--- src/rtl/jtag_tap_ctrl_if.sv ---
// JTAG pin and user-register bundle between the TAP controller and its host.
interface jtag_tap_ctrl_if;
   logic        jtag_TCK;
   logic        jtag_TMS;
   logic        jtag_TDI;
   logic        jtag_TRSTn;
   logic        jtag_TDO_data;
   logic        jtag_TDO_driven;
   logic [31:0] user_dr;
   logic        user_update;
   logic [3:0]  tap_state;

   // Host side: drives the JTAG pins, observes TDO and the user register.
   modport master (
      output jtag_TCK, jtag_TMS, jtag_TDI, jtag_TRSTn,
      input  jtag_TDO_data, jtag_TDO_driven, user_dr, user_update, tap_state
   );

   // TAP side: samples the JTAG pins, drives TDO and the user register.
   modport slave (
      input  jtag_TCK, jtag_TMS, jtag_TDI, jtag_TRSTn,
      output jtag_TDO_data, jtag_TDO_driven, user_dr, user_update, tap_state
   );
endinterface

--- src/rtl/jtag_tap_ctrl.sv ---
// IEEE 1149.1 TAP controller oversampled on the system clock.
// JTAG pins are synchronized, TCK edges detected, and the TAP FSM, IR and
// DRs (IDCODE, USER, BYPASS) advance on detected TCK edges only.
module jtag_tap_ctrl #(
   parameter logic [31:0]        IDCODE  = 32'h0000_0001,
   parameter int unsigned        IR_LEN  = 5,
   parameter logic [IR_LEN-1:0]  USER_IR = IR_LEN'(5'h10)
) (
   input logic             clock,
   input logic             reset,
   jtag_tap_ctrl_if.slave  bus
);

   localparam int unsigned DR_LEN = 32;
   localparam logic [IR_LEN-1:0] IR_IDCODE  = IR_LEN'(1);
   localparam logic [IR_LEN-1:0] IR_CAPTURE = IR_LEN'(2'b01);

   typedef enum logic [3:0] {
      TLR      = 4'd0,
      RTI      = 4'd1,
      SEL_DR   = 4'd2,
      CAP_DR   = 4'd3,
      SH_DR    = 4'd4,
      EX1_DR   = 4'd5,
      PAUSE_DR = 4'd6,
      EX2_DR   = 4'd7,
      UPD_DR   = 4'd8,
      SEL_IR   = 4'd9,
      CAP_IR   = 4'd10,
      SH_IR    = 4'd11,
      EX1_IR   = 4'd12,
      PAUSE_IR = 4'd13,
      EX2_IR   = 4'd14,
      UPD_IR   = 4'd15
   } tap_state_t;

   // Standard TAP transition table.
   function automatic tap_state_t tap_next(input tap_state_t s, input logic tms);
      case (s)
         TLR:      tap_next = tms ? TLR    : RTI;
         RTI:      tap_next = tms ? SEL_DR : RTI;
         SEL_DR:   tap_next = tms ? SEL_IR : CAP_DR;
         CAP_DR:   tap_next = tms ? EX1_DR : SH_DR;
         SH_DR:    tap_next = tms ? EX1_DR : SH_DR;
         EX1_DR:   tap_next = tms ? UPD_DR : PAUSE_DR;
         PAUSE_DR: tap_next = tms ? EX2_DR : PAUSE_DR;
         EX2_DR:   tap_next = tms ? UPD_DR : SH_DR;
         UPD_DR:   tap_next = tms ? SEL_DR : RTI;
         SEL_IR:   tap_next = tms ? TLR    : CAP_IR;
         CAP_IR:   tap_next = tms ? EX1_IR : SH_IR;
         SH_IR:    tap_next = tms ? EX1_IR : SH_IR;
         EX1_IR:   tap_next = tms ? UPD_IR : PAUSE_IR;
         PAUSE_IR: tap_next = tms ? EX2_IR : PAUSE_IR;
         EX2_IR:   tap_next = tms ? UPD_IR : SH_IR;
         UPD_IR:   tap_next = tms ? SEL_DR : RTI;
         default:  tap_next = TLR;
      endcase
   endfunction

   // Synchronizer stages; TMS/TDI use stage 2, aligned with tck_s2.
   logic tck_s1, tck_s2, tck_s3;
   logic tms_s1, tms_s2;
   logic tdi_s1, tdi_s2;
   logic trst_s1, trst_s2;

   tap_state_t          state;
   logic [IR_LEN-1:0]   ir;
   logic [IR_LEN-1:0]   ir_shift;
   logic [DR_LEN-1:0]   dr_shift;
   logic                bypass_q;
   logic [DR_LEN-1:0]   user_dr_q;
   logic                user_update_q;
   logic                tdo_data_q;
   logic                tdo_driven_q;
   logic [3:0]          tap_state_q;

   logic tck_rise_c, tck_fall_c;
   logic sel_idcode_c, sel_user_c, sel_bypass_c;
   logic dr_lsb_c;

   // TCK edge detect and DR selection decode.
   always_comb begin
      tck_rise_c   = tck_s2 & ~tck_s3;
      tck_fall_c   = ~tck_s2 & tck_s3;
      sel_idcode_c = (ir == IR_IDCODE);
      sel_user_c   = (ir == USER_IR) && !sel_idcode_c;
      sel_bypass_c = !sel_idcode_c && !sel_user_c;
      dr_lsb_c     = sel_bypass_c ? bypass_q : dr_shift[0];
   end

   // Synchronizers, TAP FSM, IR/DR shift paths and registered outputs.
   always_ff @(posedge clock) begin
      if (reset) begin
         tck_s1        <= 1'b0;
         tck_s2        <= 1'b0;
         tck_s3        <= 1'b0;
         tms_s1        <= 1'b0;
         tms_s2        <= 1'b0;
         tdi_s1        <= 1'b0;
         tdi_s2        <= 1'b0;
         trst_s1       <= 1'b1;
         trst_s2       <= 1'b1;
         state         <= TLR;
         ir            <= IR_IDCODE;
         ir_shift      <= '0;
         dr_shift      <= '0;
         bypass_q      <= 1'b0;
         user_dr_q     <= '0;
         user_update_q <= 1'b0;
         tdo_data_q    <= 1'b0;
         tdo_driven_q  <= 1'b0;
         tap_state_q   <= 4'(TLR);
      end else begin
         tck_s1  <= bus.jtag_TCK;
         tck_s2  <= tck_s1;
         tck_s3  <= tck_s2;
         tms_s1  <= bus.jtag_TMS;
         tms_s2  <= tms_s1;
         tdi_s1  <= bus.jtag_TDI;
         tdi_s2  <= tdi_s1;
         trst_s1 <= bus.jtag_TRSTn;
         trst_s2 <= trst_s1;

         user_update_q <= 1'b0;

         if (!trst_s2) begin
            // Test reset dominates any TCK activity; user_dr is kept.
            state        <= TLR;
            ir           <= IR_IDCODE;
            ir_shift     <= '0;
            dr_shift     <= '0;
            bypass_q     <= 1'b0;
            tdo_driven_q <= 1'b0;
            tap_state_q  <= 4'(TLR);
         end else begin
            if (state == TLR) begin
               ir <= IR_IDCODE;
            end

            // Capture/shift keyed off the state before the transition.
            if (tck_rise_c) begin
               case (state)
                  CAP_IR: ir_shift <= IR_CAPTURE;
                  SH_IR:  ir_shift <= {tdi_s2, ir_shift[IR_LEN-1:1]};
                  CAP_DR: begin
                     if (sel_idcode_c)    dr_shift <= IDCODE;
                     else if (sel_user_c) dr_shift <= user_dr_q;
                     bypass_q <= 1'b0;
                  end
                  SH_DR: begin
                     if (sel_bypass_c) bypass_q <= tdi_s2;
                     else              dr_shift <= {tdi_s2, dr_shift[DR_LEN-1:1]};
                  end
                  default: ;
               endcase
               state <= tap_next(state, tms_s2);
            end

            // Updates and TDO launch on the falling TCK edge.
            if (tck_fall_c) begin
               if (state == UPD_IR) begin
                  ir <= ir_shift;
               end
               if (state == UPD_DR && sel_user_c) begin
                  user_dr_q     <= dr_shift;
                  user_update_q <= 1'b1;
               end
               tdo_data_q   <= (state == SH_IR) ? ir_shift[0] : dr_lsb_c;
               tdo_driven_q <= (state == SH_IR) || (state == SH_DR);
               tap_state_q  <= 4'(state);
            end
         end
      end
   end

   assign bus.jtag_TDO_data   = tdo_data_q;
   assign bus.jtag_TDO_driven = tdo_driven_q;
   assign bus.user_dr         = user_dr_q;
   assign bus.user_update     = user_update_q;
   assign bus.tap_state       = tap_state_q;

endmodule

--- src/flat_wrapper.sv ---
// flat-port wrapper written by rule: the top's interface ports become plain ports
module jtag_tap_ctrl_flat 
#(
   parameter logic [31:0]        IDCODE  = 32'h0000_0001,
   parameter int unsigned        IR_LEN  = 5,
   parameter logic [IR_LEN-1:0]  USER_IR = IR_LEN'(5'h10)
)
  (clock, reset, bus_jtag_TCK, bus_jtag_TMS, bus_jtag_TDI, bus_jtag_TRSTn, bus_jtag_TDO_data, bus_jtag_TDO_driven, bus_user_dr, bus_user_update, bus_tap_state);
  jtag_tap_ctrl_if bus_i ();
  input logic clock;
  input logic reset;
  input wire logic [$bits(bus_i.jtag_TCK)-1:0] bus_jtag_TCK;
  input wire logic [$bits(bus_i.jtag_TMS)-1:0] bus_jtag_TMS;
  input wire logic [$bits(bus_i.jtag_TDI)-1:0] bus_jtag_TDI;
  input wire logic [$bits(bus_i.jtag_TRSTn)-1:0] bus_jtag_TRSTn;
  output wire logic [$bits(bus_i.jtag_TDO_data)-1:0] bus_jtag_TDO_data;
  output wire logic [$bits(bus_i.jtag_TDO_driven)-1:0] bus_jtag_TDO_driven;
  output wire logic [$bits(bus_i.user_dr)-1:0] bus_user_dr;
  output wire logic [$bits(bus_i.user_update)-1:0] bus_user_update;
  output wire logic [$bits(bus_i.tap_state)-1:0] bus_tap_state;
  assign bus_i.jtag_TCK = bus_jtag_TCK;
  assign bus_i.jtag_TMS = bus_jtag_TMS;
  assign bus_i.jtag_TDI = bus_jtag_TDI;
  assign bus_i.jtag_TRSTn = bus_jtag_TRSTn;
  assign bus_jtag_TDO_data = bus_i.jtag_TDO_data;
  assign bus_jtag_TDO_driven = bus_i.jtag_TDO_driven;
  assign bus_user_dr = bus_i.user_dr;
  assign bus_user_update = bus_i.user_update;
  assign bus_tap_state = bus_i.tap_state;
  jtag_tap_ctrl #(.IDCODE(IDCODE), .IR_LEN(IR_LEN), .USER_IR(USER_IR)) u_core (.clock(clock), .reset(reset), .bus(bus_i));
endmodule
--- config.mk ---
export PLATFORM = sky130hd
export DESIGN_NAME = jtag_tap_ctrl_flat
export DESIGN_NICKNAME = d
export VERILOG_FILES = /design/src/rtl/jtag_tap_ctrl_if.sv /design/src/rtl/jtag_tap_ctrl.sv /design/src/flat_wrapper.sv
export SDC_FILE = /design/constraint.sdc
export NUM_CORES = 1
export LEC_CHECK = 0
export ABC_AREA = 1
export BUFFER_PORTS_ARGS = -buffer_cell sky130_fd_sc_hd__clkbuf_2
export CAP_MARGIN = 10
export CORE_ASPECT_RATIO = 2
export CORE_UTILIZATION = 53
export DETAILED_ROUTE_END_ITERATION = 16
export GPL_ROUTABILITY_DRIVEN = 0
export PLACE_DENSITY = 0.79
export SYNTH_ARGS = -nofsm -noshare
export SYNTH_HDL_FRONTEND = slang
export SYNTH_SLANG_ARGS = --single-unit
--- constraint.sdc ---
create_clock -name clock -period 2 [get_ports clock]
set_clock_uncertainty 0.05 [all_clocks]
set_input_delay 0.2 -clock clock [delete_from_list [all_inputs] [get_ports clock]]
set_output_delay 0.2 -clock clock [all_outputs]
set_load 0.02 [all_outputs]
==> impl_metrics.tcl, run 1 <==
set metrics [dict create \
    status "complete, no violations" \
    layout.nets 599 \
    clockBufferDepth 2 \
    setup_violations 0 \
    slowest_delay_ns 0.54 \
    cts.htree.levels 3 \
    grt-ovfl-total 0 \
    initial_core_util_pct 55.0 \
    routed_wl_um 9590 \
    crit_top_cell "nand2_1" \
    dr.first_iter.drc_count 349 \
    ir_drop_uv 595 \
    slew_headroom_pct 75.8 \
    grt.total_usage_pct 25.8 \
    grt_pass1_wl_um 16200 \
    dr.pass1.iters 5 \
    hold_buffers 4 \
    required_ns 2.17 \
    finalHoldViolations 0 \
    leakage_nw 2.07 \
    num_rows 44 \
    pin_count 45 \
    synth_area_leaders "dfxtp_1 (47%), a21oi_1 (10%), nand2_1 (9.5%)" \
    num_antenna_cells 0 \
    synthCells 554 \
    fmax_ghz 0.580 \
    cap_violations 0 \
    start_kind "flop" \
    p_per_area_nw_per_um2 771 \
    dieHeight_um 125 \
    cp.arrival_ns 1.90 \
    syn_avg_cell_area_um2 7.26 \
    hold_ws_ns 0.140 \
    fillers 630 \
    rr_startpoint "u_core.state[0]" \
    mappedNetlistNets 560 \
    core_um2 7320 \
    post_cts_buffers 0 \
    crit_fanout 63 \
    path_class "reg -> reg" \
    finalSetupTns_ns 0 \
    grt_pass1_vias 3605 \
    clk_pin_slew_ns 0.06 \
    dp.final_hpwl_um 6240 \
    cts_resized 0 \
    via_per_inst 5.54 \
    grt_max_degree 64 \
    slew_viol_final 0 \
    port_buffers 44 \
    vias 3823 \
    yosysTopAreaCell "dfxtp_1" \
    antenna_found_initial 0 \
    yosysMostFrequentCell "nand2_1" \
    async_flop_share_pct 0 \
    synth-seq-cells 95 \
    synth.cell_area_um2 4020 \
    hold_class "in -> reg" \
    cts-root-buf "clkbuf_16" \
    post_dp_cell_area_um2 4360 \
    avgRoutedWirePerCell_um 13.9 \
    min_period_over_period_pct 86.3 \
    synth-edff-count 0 \
    cts_buffers 9 \
    drc 0 \
    synth_common_cells "nand2_1 (102), dfxtp_1 (95), a21oi_1 (84)" \
    min_period_ns 1.73 \
    min-delay-start "reset" \
    dieArea_um2 7970 \
    cp_slowest_cell "dfxtp_1" \
    synthToLayoutAreaGrowth_pct 16.3 \
    fin_area_um2 4680 \
    tightest_slew_ns 0.363 \
    setup.worst_path.start "u_core.state[0]" \
    clk_latency_ns 0.34 \
    synth-main-ff-cell "dfxtp_1" \
    cts_sinks 95 \
    path_cells "nor2_2, nand2_4, buf_12, inv_1, nand2_1, nand2_1, o21ai_0, a21oi_1" \
    final_layout_size_suffix_gt1_share_pct 14.2 \
    synth_top_area_share_pct 47.3 \
    ys_types 28 \
    synth-seq-area-share_pct 47.3 \
    drtAntennaViolNets 0 \
    tritoncts "done" \
    endpoint_kind "flop" \
    die_w_um 63.6 \
    rsz0062_at_grt "no" \
    yosysWarnings 0 \
]
-- worst max-delay path: cells and delay by family, from the launching register on --
kind	cells	cell delay, ns
compound gates	2	0.20
buf+inv	2	0.38
flops	1	0.54
simple gates	4	0.42
-- per-layer routing --
layer	track usage, %	vias up	part of all wire [%]
met5	0	-	0
met4	16.8	0	4.7
met3	5.38	40	5.2
met2	44.7	146	52
met1	27.4	1747	38
li1	-	1890	-
-- cells in the final DEF, fill, tap and decap left out, drive strengths merged --
| cell type | count |
|---|---|
| inv | 62 |
| o211ai | 2 |
| nand3b | 1 |
| o22ai | 1 |
| dfxtp | 95 |
| clkbuf | 57 |
| a21oi | 84 |
| o21ai | 51 |
| a31oi | 31 |
| nand4 | 2 |
| nor3 | 2 |
| buf | 12 |
| nand3 | 12 |
| a211oi | 2 |
| nand2 | 105 |
| nor4 | 1 |
| clkinv | 3 |
| nor2 | 67 |
| clkinvlp | 1 |
| dlygate4sd3 | 4 |
| or2 | 2 |
| a22oi | 1 |
-- where the power goes --
part	switching [mW]	total, mW	internal, mW
clock network	0.691	1.60	0.907
logic	0.0666	0.0985	0.0319
registers	0.00870	1.91	1.90
total	0.766	3.61	2.84
-- state kept, by name, indices dropped and copies added, names as in the netlist, 4 cells and up --
register              flops
u_core.ir                 5
u_core.ir_shift           5
u_core.bus.user_dr       32
u_core.dr_shift          32
u_core.bus.tap_state      4
u_core.state              4
-- area by class of cell --
| cell class | count | area [um2] | share of cell area (%) |
|---|---|---|---|
| inverter | 63 | 236 | 5.05 |
| multi-input combinational | 364 | 1740 | 37.1 |
| sequential | 95 | 1900 | 40.6 |
| tap | 92 | 115 | 2.46 |
| clock inverter | 3 | 17.5 | 0.374 |
| clock buffer | 13 | 260 | 5.56 |
| timing repair buffer | 60 | 413 | 8.82 |
-- kinds of logic (layout without fill, tap and decap cells) --
family / Yosys count / count (layout) / synth area share [%]
simple gates: 192 / 192 / 20.3
compound gates: 172 / 172 / 22.7
buf+inv: 95 / 139 / 9.76
flops: 95 / 95 / 47.3
-- path summary, 6_finish.rpt --
path | to | slack, ns | depth (start not counted)
worst min-delay path | u_core.tck_s2 | 0.14 | 2
worst min register to register | u_core.tdi_s2 | 0.35 | 2
worst max-delay path | u_core.dr_shift[31] | 0.27 | 8
worst max register to register | u_core.dr_shift[31] | 0.27 | 8
-- per-stage QoR --
step	setup slack [ns]	utilization (%)	std cells	total power, mW
6_report	0.275	63.9	690	3.61
5_1_grt	0.132	63.9	690	3.72
4_1_cts	0.312	63.9	690	3.64
3_5_place_dp	0.322	59.6	670	2.05
3_3_place_gp	0.376	59.6	670	2.04
2_1_floorplan	0.515	-	554	2.01
(Power assumes the default switching activity.)
==> inputs of run 2 (changes only) <==
CORE_UTILIZATION = 45   (was 53)
PLACE_DENSITY = 0.7   (was 0.79)
==> run 2 against run 1 <==
  * Wire length increased by 2.6%
  * Count of clock-buffer cells in the layout down 1
  * Clock power hardly changed
==> impl_metrics.tcl, run 2 (same netlist as run 1, synthesis figures left out) <==
set metrics [dict create \
    vias 3766 \
    dieHeight_um 136 \
    setup.worst_path.start "u_core.state[0]" \
    clockBufferDepth 2 \
    avgRoutedWirePerCell_um 14.0 \
    final_layout_size_suffix_gt1_share_pct 14.8 \
    p_per_area_nw_per_um2 774 \
    dr.first_iter.drc_count 308 \
    tightest_slew_ns 0.412 \
    min-delay-start "reset" \
    finalSetupTns_ns 0 \
    cts.htree.levels 3 \
    slew_headroom_pct 72.5 \
    post_cts_buffers 0 \
    crit_top_cell "nand2_1" \
    rr_startpoint "u_core.state[0]" \
    final_common_cell "nand2_1" \
    endpoint_kind "flop" \
    synthToLayoutAreaGrowth_pct 17.0 \
    cts_sinks 95 \
    cp_slowest_cell "dfxtp_1" \
    routed_wl_um 9830 \
    ir_drop_uv 518 \
    finalHoldViolations 0 \
    fillers 851 \
    start_kind "flop" \
    tritoncts "done" \
    antenna_found_initial 0 \
    status "complete, no violations" \
    post_dp_cell_area_um2 4380 \
    port_buffers 44 \
    cts_resized 0 \
    cts-root-buf "clkbuf_16" \
    dp.final_hpwl_um 6490 \
    cp.arrival_ns 1.99 \
    clk_pin_slew_ns 0.06 \
    slew_viol_final 0 \
    min_period_ns 1.81 \
    slowest_delay_ns 0.57 \
    fin_area_um2 4710 \
    path_class "reg -> reg" \
    path_cells "nor2_2, nand2_4, buf_4, inv_1, a21oi_1, nand2_1, nand2_1, nor2_1" \
    rsz0062_at_grt "no" \
    drtAntennaViolNets 0 \
    num_antenna_cells 0 \
    dr.pass1.iters 5 \
    via_per_inst 5.37 \
    drc 0 \
    grt_pass1_wl_um 16200 \
    setup_violations 0 \
    leakage_nw 2.09 \
    hold_class "in -> reg" \
    core_um2 8650 \
    clk_latency_ns 0.34 \
    cap_violations 0 \
    pin_count 45 \
    grt.total_usage_pct 23.0 \
    layout.nets 602 \
    grt_max_degree 43 \
    grt_pass1_vias 3489 \
    required_ns 2.19 \
    cts_buffers 9 \
    initial_core_util_pct 46.5 \
    min_period_over_period_pct 90.4 \
    grt-ovfl-total 0 \
    dieArea_um2 9350 \
    final_cell_mix "nand2_1 (102), dfxtp_1 (95), a21oi_1 (84)" \
    fmax_ghz 0.553 \
    crit_fanout 30 \
    num_rows 48 \
    die_w_um 68.9 \
    hold_buffers 4 \
]
## run 2: cell count changes in the layout (fill, tap and decap cells not counted)
| cell | previous run | this run |
|---|---|---|
| buf_4 | 7 | 11 |
| buf_12 | 5 | 4 |
| clkbuf_1 | 2 | 1 |
| clkinv_2 | 2 | 1 |
| clkinvlp_4 | 1 | 2 |
| inv_6 | 0 | 1 |
## run 2: final timing paths
| check | end | slack [ns] | cells past startpoint |
|---|---|---|---|
| setup reg to reg | u_core.bypass_q | 0.19 | 8 |
| setup / recovery | u_core.bypass_q | 0.19 | 8 |
| hold reg to reg | u_core.tdi_s2 | 0.35 | 2 |
| hold / removal | u_core.tms_s2 | 0.12 | 2 |
## run 2: cell type report
class	count	area, um2	area share, %
Clock buffer	12	256	5.45
Clock inverter	4	28.8	0.611
Inverter	63	236	5.02
Multi-Input combinational cell	364	1740	36.9
Sequential cell	95	1900	40.4
Tap cell	100	125	2.66
Timing Repair Buffer	63	423	8.98
## run 2: through the flow
stage | util [%] | cells | setup slack (ns) | hold WS, ns | power [mW]
after floorplan | - | 554 | 0.515 | 0.254 | 2.01
after global placement | 50.7 | 681 | 0.307 | 0.338 | 2.05
after detailed placement | 50.7 | 681 | 0.231 | 0.339 | 2.05
after CTS | 54.4 | 701 | 0.220 | 0.113 | 3.68
after global routing | 54.4 | 701 | 0.00664 | 0.146 | 3.77
final | 54.4 | 701 | 0.193 | 0.120 | 3.65
## run 2: report_power, final
group | internal [mW] | switching, mW | total [mW]
logic | 0.0336 | 0.0678 | 0.101
registers | 1.90 | 0.00959 | 1.91
clock network | 0.913 | 0.717 | 1.63
## run 2: critical path, delay by kind of cell, from the launching register on
kind | cells | cell delay [ns]
AO/OA/AOI/OAI | 1 | 0.22
buffers and inverters | 2 | 0.43
flip-flops | 1 | 0.57
AND/OR/NAND/NOR | 5 | 0.43
## run 2: routing by layer
metal  GRT usage (%)  share of wire, %
met3            4.38               4.7
met2            40.5                55
met1            25.1                38
met4            10.9               3.0
met5               0                 0
